File: src/rtl/add_round_key_serial_if.sv
// Valid/ready bundle for the lane-serial AddRoundKey stage: state+key in, result out.
interface add_round_key_serial_if #(
   parameter int BLOCK_W = 128
);
   logic               in_valid;
   logic               in_ready;
   logic [BLOCK_W-1:0] in_data;
   logic [BLOCK_W-1:0] in_key;
   logic               in_bypass;
   logic               out_valid;
   logic               out_ready;
   logic [BLOCK_W-1:0] out_data;
   logic               busy;

   modport master (
      output in_valid, in_data, in_key, in_bypass, out_ready,
      input  in_ready, out_valid, out_data, busy
   );

   modport slave (
      input  in_valid, in_data, in_key, in_bypass, out_ready,
      output in_ready, out_valid, out_data, busy
   );
endinterface

File: src/rtl/add_round_key_serial.sv
// Lane-serial AddRoundKey: latches one state/key pair, XORs LANE_W bits per clock,
// then holds the finished block until the consumer takes it.
module add_round_key_serial #(
   parameter int BLOCK_W = 128,
   parameter int LANE_W  = 32
) (
   input logic                   clk,
   input logic                   n_rst,
   add_round_key_serial_if.slave bus
);
   localparam int BEATS = BLOCK_W / LANE_W;
   localparam int CNT_W = (BEATS > 1) ? $clog2(BEATS) : 1;

   typedef enum logic [1:0] {IDLE, BUSY, DONE} state_t;

   state_t             state_q, state_d;
   logic [CNT_W-1:0]   beat_cnt_q, beat_cnt_d;
   logic [BLOCK_W-1:0] data_q, data_d;
   logic [BLOCK_W-1:0] key_q, key_d;
   logic               bypass_q, bypass_d;
   logic [BLOCK_W-1:0] out_data_q, out_data_d;
   logic               accept;
   logic [LANE_W-1:0]  lane_xor [BEATS];

   // Gated by n_rst so nothing is offered upstream while reset is held.
   assign bus.in_ready  = n_rst & ((state_q == IDLE) | ((state_q == DONE) & bus.out_ready));
   assign bus.out_valid = (state_q == DONE);
   assign bus.busy      = (state_q == BUSY);
   assign bus.out_data  = out_data_q;
   assign accept        = bus.in_valid & bus.in_ready;

   for (genvar gi = 0; gi < BEATS; gi++) begin : g_lane
      assign lane_xor[gi] = data_q[gi*LANE_W +: LANE_W]
                          ^ (bypass_q ? {LANE_W{1'b0}} : key_q[gi*LANE_W +: LANE_W]);
   end

   always_comb begin
      state_d    = state_q;
      beat_cnt_d = beat_cnt_q;
      data_d     = data_q;
      key_d      = key_q;
      bypass_d   = bypass_q;
      out_data_d = out_data_q;

      case (state_q)
         IDLE: ;
         BUSY: begin
            for (int i = 0; i < BEATS; i++) begin
               if (beat_cnt_q == CNT_W'(i)) begin
                  out_data_d[i*LANE_W +: LANE_W] = lane_xor[i];
               end
            end
            if (beat_cnt_q == CNT_W'(BEATS - 1)) begin
               beat_cnt_d = '0;
               state_d    = DONE;
            end else begin
               beat_cnt_d = beat_cnt_q + 1'b1;
            end
         end
         DONE: begin
            if (bus.out_ready) begin
               state_d = IDLE;
            end
         end
         default: state_d = IDLE;
      endcase

      // A new block can only arrive from IDLE or a consumed DONE; it overrides the above.
      if (accept) begin
         data_d     = bus.in_data;
         key_d      = bus.in_key;
         bypass_d   = bus.in_bypass;
         beat_cnt_d = '0;
         out_data_d = '0;
         state_d    = BUSY;
      end
   end

   always_ff @(posedge clk or negedge n_rst) begin
      if (!n_rst) begin
         state_q    <= IDLE;
         beat_cnt_q <= '0;
         data_q     <= '0;
         key_q      <= '0;
         bypass_q   <= 1'b0;
         out_data_q <= '0;
      end else begin
         state_q    <= state_d;
         beat_cnt_q <= beat_cnt_d;
         data_q     <= data_d;
         key_q      <= key_d;
         bypass_q   <= bypass_d;
         out_data_q <= out_data_d;
      end
   end
endmodule
File: src/flat_wrapper.sv
// flat-port wrapper written by rule: the top's interface ports become plain ports
module add_round_key_serial_flat 
#(
   parameter int BLOCK_W = 128,
   parameter int LANE_W  = 32
)
  (clk, n_rst, bus_in_valid, bus_in_data, bus_in_key, bus_in_bypass, bus_out_ready, bus_in_ready, bus_out_valid, bus_out_data, bus_busy);
  add_round_key_serial_if #(.BLOCK_W(BLOCK_W)) bus_i ();
  input logic clk;
  input logic n_rst;
  input wire logic [$bits(bus_i.in_valid)-1:0] bus_in_valid;
  input wire logic [$bits(bus_i.in_data)-1:0] bus_in_data;
  input wire logic [$bits(bus_i.in_key)-1:0] bus_in_key;
  input wire logic [$bits(bus_i.in_bypass)-1:0] bus_in_bypass;
  input wire logic [$bits(bus_i.out_ready)-1:0] bus_out_ready;
  output wire logic [$bits(bus_i.in_ready)-1:0] bus_in_ready;
  output wire logic [$bits(bus_i.out_valid)-1:0] bus_out_valid;
  output wire logic [$bits(bus_i.out_data)-1:0] bus_out_data;
  output wire logic [$bits(bus_i.busy)-1:0] bus_busy;
  assign bus_i.in_valid = bus_in_valid;
  assign bus_i.in_data = bus_in_data;
  assign bus_i.in_key = bus_in_key;
  assign bus_i.in_bypass = bus_in_bypass;
  assign bus_i.out_ready = bus_out_ready;
  assign bus_in_ready = bus_i.in_ready;
  assign bus_out_valid = bus_i.out_valid;
  assign bus_out_data = bus_i.out_data;
  assign bus_busy = bus_i.busy;
  add_round_key_serial #(.BLOCK_W(BLOCK_W), .LANE_W(LANE_W)) u_core (.clk(clk), .n_rst(n_rst), .bus(bus_i));
endmodule
File: config.mk
export PLATFORM = sky130hd
export DESIGN_NAME = add_round_key_serial_flat
export DESIGN_NICKNAME = d
export VERILOG_FILES = /design/src/rtl/add_round_key_serial_if.sv /design/src/rtl/add_round_key_serial.sv /design/src/flat_wrapper.sv
export SDC_FILE = /design/constraint.sdc
export NUM_CORES = 1
export LEC_CHECK = 0
export CORE_MARGIN = 1.5
export CORE_UTILIZATION = 44
export DETAILED_ROUTE_END_ITERATION = 7
export GPL_TIMING_DRIVEN = 0
export PLACE_DENSITY = 0.8
export SYNTH_ARGS = -nofsm -noshare
export SYNTH_HDL_FRONTEND = slang
export SYNTH_SLANG_ARGS = --single-unit
File: constraint.sdc
create_clock -name clk -period 1.6 [get_ports clk]
set_input_delay 0.16 -clock clk [delete_from_list [all_inputs] [get_ports clk]]
set_output_delay 0.16 -clock clk [all_outputs]
set_load 0.005 [all_outputs]
Word-level counts from Yosys, hierarchy flattened
Cells that the tools add are included.

Bits of input ports: 261. Latch bits: 0. Bits in writable memories: 0. Memory bits (read-only): 0. Flip-flop bits (word level): 389. Word-level logic and storage cells: 55. Memories kept: 0.

$add $sub $neg: 1. Bitwise operators: 8. Order comparisons: 0. Multiplexer cells: 17. Multipliers: 0. Shift operators: 0. Reduce and logical (&&, ||, !) cells: 12. Div/mod/pow operators: 0. Equal/unequal tests: 8.

Operator list (number): $mux 128 (2); $mux 32 (8); $xor 32x32->32 (4); $mux 2 (6); $reduce_bool 2->1 (5); $reduce_and 2->1 (4); $eq 2x2->1 const B (3); $pmux 2 s3 (1); $eq 2x1->1 const B (2); $logic_not 2->1 (2); $and 1x1->1 (3); $ne 3x1->1 const B (1); $ne 3x2->1 const B (1); $reduce_and 3->1 (1); $add 2x1->2 const B (1); $ne 2x1->1 const B (1); $or 1x1->1 (1).

Depth between registers and ports, before layout
Word-level depth: 7. Gate-level depth with buffers: 7. Gate-level depth less buffers: 5.

Worst setup path before layout
OpenSTA, ideal clock, no wires.

Path kind: register to register. Start: register u_core.state_q[0]. End: register u_core.data_q[100]. Arrival time: 1.488 ns. Stages on the path, launching flop included: 7. Library setup time: 0.125 ns. Slack: -0.013 ns. Clock period less this slack: 1.613 ns. Cells stage by stage: dfrtp_1 > nand2b_4 > nor3b_2 > buf_6 > buf_12 > buf_12 > mux2_4.

Longest elaborated chain between the ends: 5. Elaborated cells on any way between the ends: 6. Classes of those cells: 1 x eq/ne; 4 x bitwise; 1 x reduce/logical.

Ends and longest elaborated chain: from (decl) (RTL line add_round_key_serial.sv:16) `state_t state_q, state_d;`; from (signal assigned) (RTL line add_round_key_serial.sv:88) `state_q <= state_d;`; $eq 2x2->1 (RTL line add_round_key_serial.sv:26) `assign bus.in_ready = n_rst & ((state_q == IDLE) | ((state_q == DONE) & bus.out_ready));`; $and 1x1->1 (RTL line add_round_key_serial.sv:26); $or 1x1->1 (*) (RTL line add_round_key_serial.sv:26); $and 1x1->1 (*) (RTL line add_round_key_serial.sv:26); $and 1x1->1 (*) (RTL line add_round_key_serial.sv:30) `assign accept = bus.in_valid & bus.in_ready;`; to (signal assigned) (RTL line add_round_key_serial.sv:90) `data_q <= data_d;`; to (decl) (RTL line add_round_key_serial.sv:18) `logic [BLOCK_W-1:0] data_q, data_d;`.

Mark *: on every way between the ends. The rest lies on a longest branch, timed or not. A chain may end at the register's enable or synchronous reset.

Worst setup path after layout
Start: register u_core.state_q[0]. End: register u_core.key_q[120].

Longest elaborated chain between the ends: 5. Elaborated cells on any way between the ends: 6. Classes of those cells: 1 x eq/ne; 4 x bitwise; 1 x reduce/logical.

Ends and longest elaborated chain: $eq 2x2->1 (RTL line add_round_key_serial.sv:26); $and 1x1->1 (RTL line add_round_key_serial.sv:26); $or 1x1->1 (*) (RTL line add_round_key_serial.sv:26); $and 1x1->1 (*) (RTL line add_round_key_serial.sv:26); $and 1x1->1 (*) (RTL line add_round_key_serial.sv:30); to (signal assigned) (RTL line add_round_key_serial.sv:91) `key_q <= key_d;`; to (decl) (RTL line add_round_key_serial.sv:19) `logic [BLOCK_W-1:0] key_q, key_d;`.

Marked as above.

==> impl_metrics.py <==
metrics = {
    "run_status": {
        "status": "finished with violations",
        "violations": "negative hold slack, negative setup slack",
    },
    "yosys": {
        "ys_top_cells_by_area": "dfrtp_1 (54%), mux2_4 (15%), a211oi_2 (6.9%)",
        "synth_edf_count": 0,
        "ys_ff_latch": 389,
        "yosysWarningCount": 0,
        "syn_area_sq_um": 18100,
        "synth_top_area_cell": "dfrtp_1",
        "synth_nets": 1534,
        "synthMostInstantiatedCell": "dfrtp_1",
        "synth_cell_types": 30,
        "synth_top_area_share_pct": 53.9,
        "async_flop_share_pct": 100,
        "synthFlopType": "dfrtp_1",
        "syn_avg_cell_area_sq_um": 14.2,
        "synth_cells": 1269,
        "ys_top_cells_by_count": "dfrtp_1 (389), mux2_4 (178), nor2b_1 (128), xnor2_1 (128), nor2_1 (115)",
        "ys_seq_area_share_pct": 53.9,
    },
    "setup_path": {
        "rr_endpoint": "u_core.key_q[120]$_DFFE_PN0N_",
        "reg2reg_depth": 7,
        "critPathLaunch": "u_core.state_q[0]$_DFFE_PN0P_",
        "start_kind": "flip-flop",
        "timing.rr.start": "u_core.state_q[0]$_DFFE_PN0P_",
        "path_class": "flip-flop to flip-flop",
        "cp.required_ns": 2.04,
        "arrival_ns": 2.25,
        "endpoint_kind": "flip-flop",
        "reg2reg_setup_slack_ns": -0.21,
        "critPathCapture": "u_core.key_q[120]$_DFFE_PN0N_",
        "path_max_fanout": 10,
    },
    "clock_tree": {
        "cts_max_path_buffers": 3,
        "cts.clk_slew.worst_paths_ns": 0.06,
        "insertion_delay_ns": 0.56,
        "cts_tree": "yes",
        "ctsRootBufferMaster": "clkbuf_16",
        "clock-sinks": 389,
        "ctsHtreeMaxLevel": 2,
        "cts_buffers": 43,
        "cts_hold_buf": 3,
    },
    "timing": {
        "fmax_ghz": 0.553,
        "finalMaxSlewViolations": 0,
        "period_needed_ns": 1.81,
        "worstMarginPinSlew_ns": 0.515,
        "holdWs_ns": -0.510,
        "fin_skew_ns": 0.0111,
        "hold_viol": 235,
        "period_share_pct": 113,
        "rsz0062_at_grt": "yes",
        "setup_slack_ns": -0.209,
        "relSlewSlack_pct": 65.7,
        "setup_viol": 398,
    },
    "global_routing": {
        "antenna_found_initial": 2,
        "grt_pass1_wl_um": 73800,
        "overflow": 0,
        "grt_pass1_vias": 12800,
        "grt_start_max_net_pins": 92,
        "track_usage_pct": 23.0,
    },
    "route": {
        "via_per_inst": 5.08,
        "num_vias": 11700,
        "drtPass1Iterations": 4,
        "antenna_left": 0,
        "drtIter0Drc": 442,
        "post_drt_wl_per_cell_um": 21.4,
        "drt-total-wl_um": 49100,
        "drc": 0,
    },
    "final_layout": {
        "final_util_pct": 61.4,
        "final_nets": 2000,
        "final_cells": 2298,
        "drive_above_1_share_pct": 31.1,
        "syn_to_final_growth_pct": 38.2,
        "final_area_sq_um": 25000,
    },
    "placed_design": {
        "placed_cell_area_sq_um": 22700,
        "numPlacedInstances": 2195,
        "post-dp-hpwl_um": 32800,
        "port_buffers": 391,
        "gp_congestion": 0.804,
        "place_ws_ns": -1.75,
    },
    "floorplanning": {
        "start_util_pct": 44.4,
        "ioPinCount": 392,
        "row_count": 74,
        "die-area_sq_um": 42300,
        "die_w_um": 206,
        "fp.dieH_um": 206,
        "core_region_area_sq_um": 40600,
    },
    "power": {
        "power_density_nw_per_um2": 1990,
        "total_power_mw": 49.8,
        "peakVddDrop_mv": 0.990,
        "leakagePower_nw": 10.4,
    },
    "worst_hold_path": {
        "worstHoldPathType": "input port to asynchronous set/reset pin",
    },
    "job": {
        "maxCapViolCount": 0,
    },
}
cells in the final DEF (no fill, tap or decap), types with 2 or more instances in the layout:
master / Yosys / routed
nor2b_1: 128 / 128
clkbuf_2: 3 / 25
bufinv_16: 0 / 4
clkbuf_16: 0 / 52
buf_16: 0 / 8
o22ai_1: 15 / 15
buf_8: 0 / 5
clkbuf_8: 0 / 12
nand2b_4: 1 / 2
buf_4: 8 / 14
buf_6: 21 / 15
bufbuf_16: 0 / 4
buf_12: 12 / 24
dfrtp_1: 389 / 387
dfrtp_2: 0 / 2
xnor2_1: 128 / 128
mux2_4: 178 / 178
clkbuf_1: 34 / 9
ha_1: 4 / 4
buf_2: 6 / 5
and3b_1: 4 / 3
mux2_2: 79 / 79
nand2_1: 16 / 16
clkinv_2: 0 / 9
clkbuf_4: 0 / 6
clkdlybuf4s50_1: 0 / 387
inv_1: 4 / 4
diode_2: 0 / 2
nor2_1: 115 / 115
a211oi_1: 13 / 12
a211oi_2: 100 / 101
cells by family after synthesis:
family / synth area share [%]
AOI/OAI and AO/OA: 8.09
xor gates and xnor gates: 6.21
adders and majority gates: 0.277
buffers and inverters: 4.03
DFF: 53.9
muxes: 19.8
and+or+nand+nor: 7.72
routing by layer:
metal | vias up | track usage (%) | share of wire [%]
li1 | 5261 | - | -
met1 | 5959 | 28.2 | 40
met2 | 354 | 38.1 | 49
met3 | 105 | 6.32 | 7.2
met4 | 2 | 9.75 | 3.6
met5 | - | 0 | 0.022
cell type report:
cell class,count,area [sq um]
Inverter,4,15.0
Sequential cell,389,9740
Fill cell,3079,15700
Timing Repair Buffer,423,4550
Antenna cell,2,5.00
Tap cell,532,666
Buffer,83,938
Multi-Input combinational cell,791,7620
Clock inverter,13,165
Clock buffer,61,1270
critical path, cell delays in order (launching register included):
cell and delay (ns):
dfrtp_2 0.40, nand2b_4 0.15, nor3b_4 0.21, buf_6 0.16, buf_12 0.12, buf_16 0.15
buf_12 0.16, mux2_4 0.31
worst min-delay path by stage:
stage | from | endpoint | slack, ns | cells past startpoint
6_report | n_rst | u_core.data_q[62]$_DFFE_PN0N_ | -0.51 | 1
5_1_grt | n_rst | u_core.key_q[63]$_DFFE_PN0N_ | -0.52 | 1
4_1_cts | n_rst | u_core.key_q[57]$_DFFE_PN0N_ | -0.53 | 1
3_5_place_dp | n_rst | u_core.data_q[49]$_DFFE_PN0N_ | 0.29 | 1
3_3_place_gp | u_core.key_q[36]$_DFFE_PN0N_ | u_core.key_q[36]$_DFFE_PN0N_ | 0.48 | 1
2_1_floorplan | n_rst | u_core.beat_cnt_q[0]$_DFFE_PN0P_ | -0.14 | 0
flip-flops by register name, indices dropped and copies added (netlist names):
name,flops
u_core.data_q,128
u_core.bus.out_data,128
u_core.state_q,2
u_core.key_q,128
u_core.bypass_q,1
u_core.beat_cnt_q,2
what timing repair did:
action	4_1_cts	5_1_grt
endpoints found under the hold margin	273	235
endpoints found under the setup margin	511	517
pin swaps	1	0
gates resized for setup	84	31
gates cloned	8	7
setup buffers	10	2
per-stage QoR:
stage               setup TNS, ns  hold WS (ns)
finish                     -55.84        -0.510
global route               -82.27        -0.520
CTS                        -73.52        -0.531
detailed placement        -652.46         0.287
global placement                -         0.484
floorplan                   -1.34        -0.136
power by group:
| group | total [mW] | switching, mW | leakage (nW) | internal [mW] |
|---|---|---|---|---|
| clock | 10.1 | 3.99 | 0.713 | 6.12 |
| sequential | 17.8 | 3.06 | 4.71 | 14.7 |
| combinational | 21.9 | 8.82 | 4.96 | 13.1 |
(Power assumes the default switching activity.)
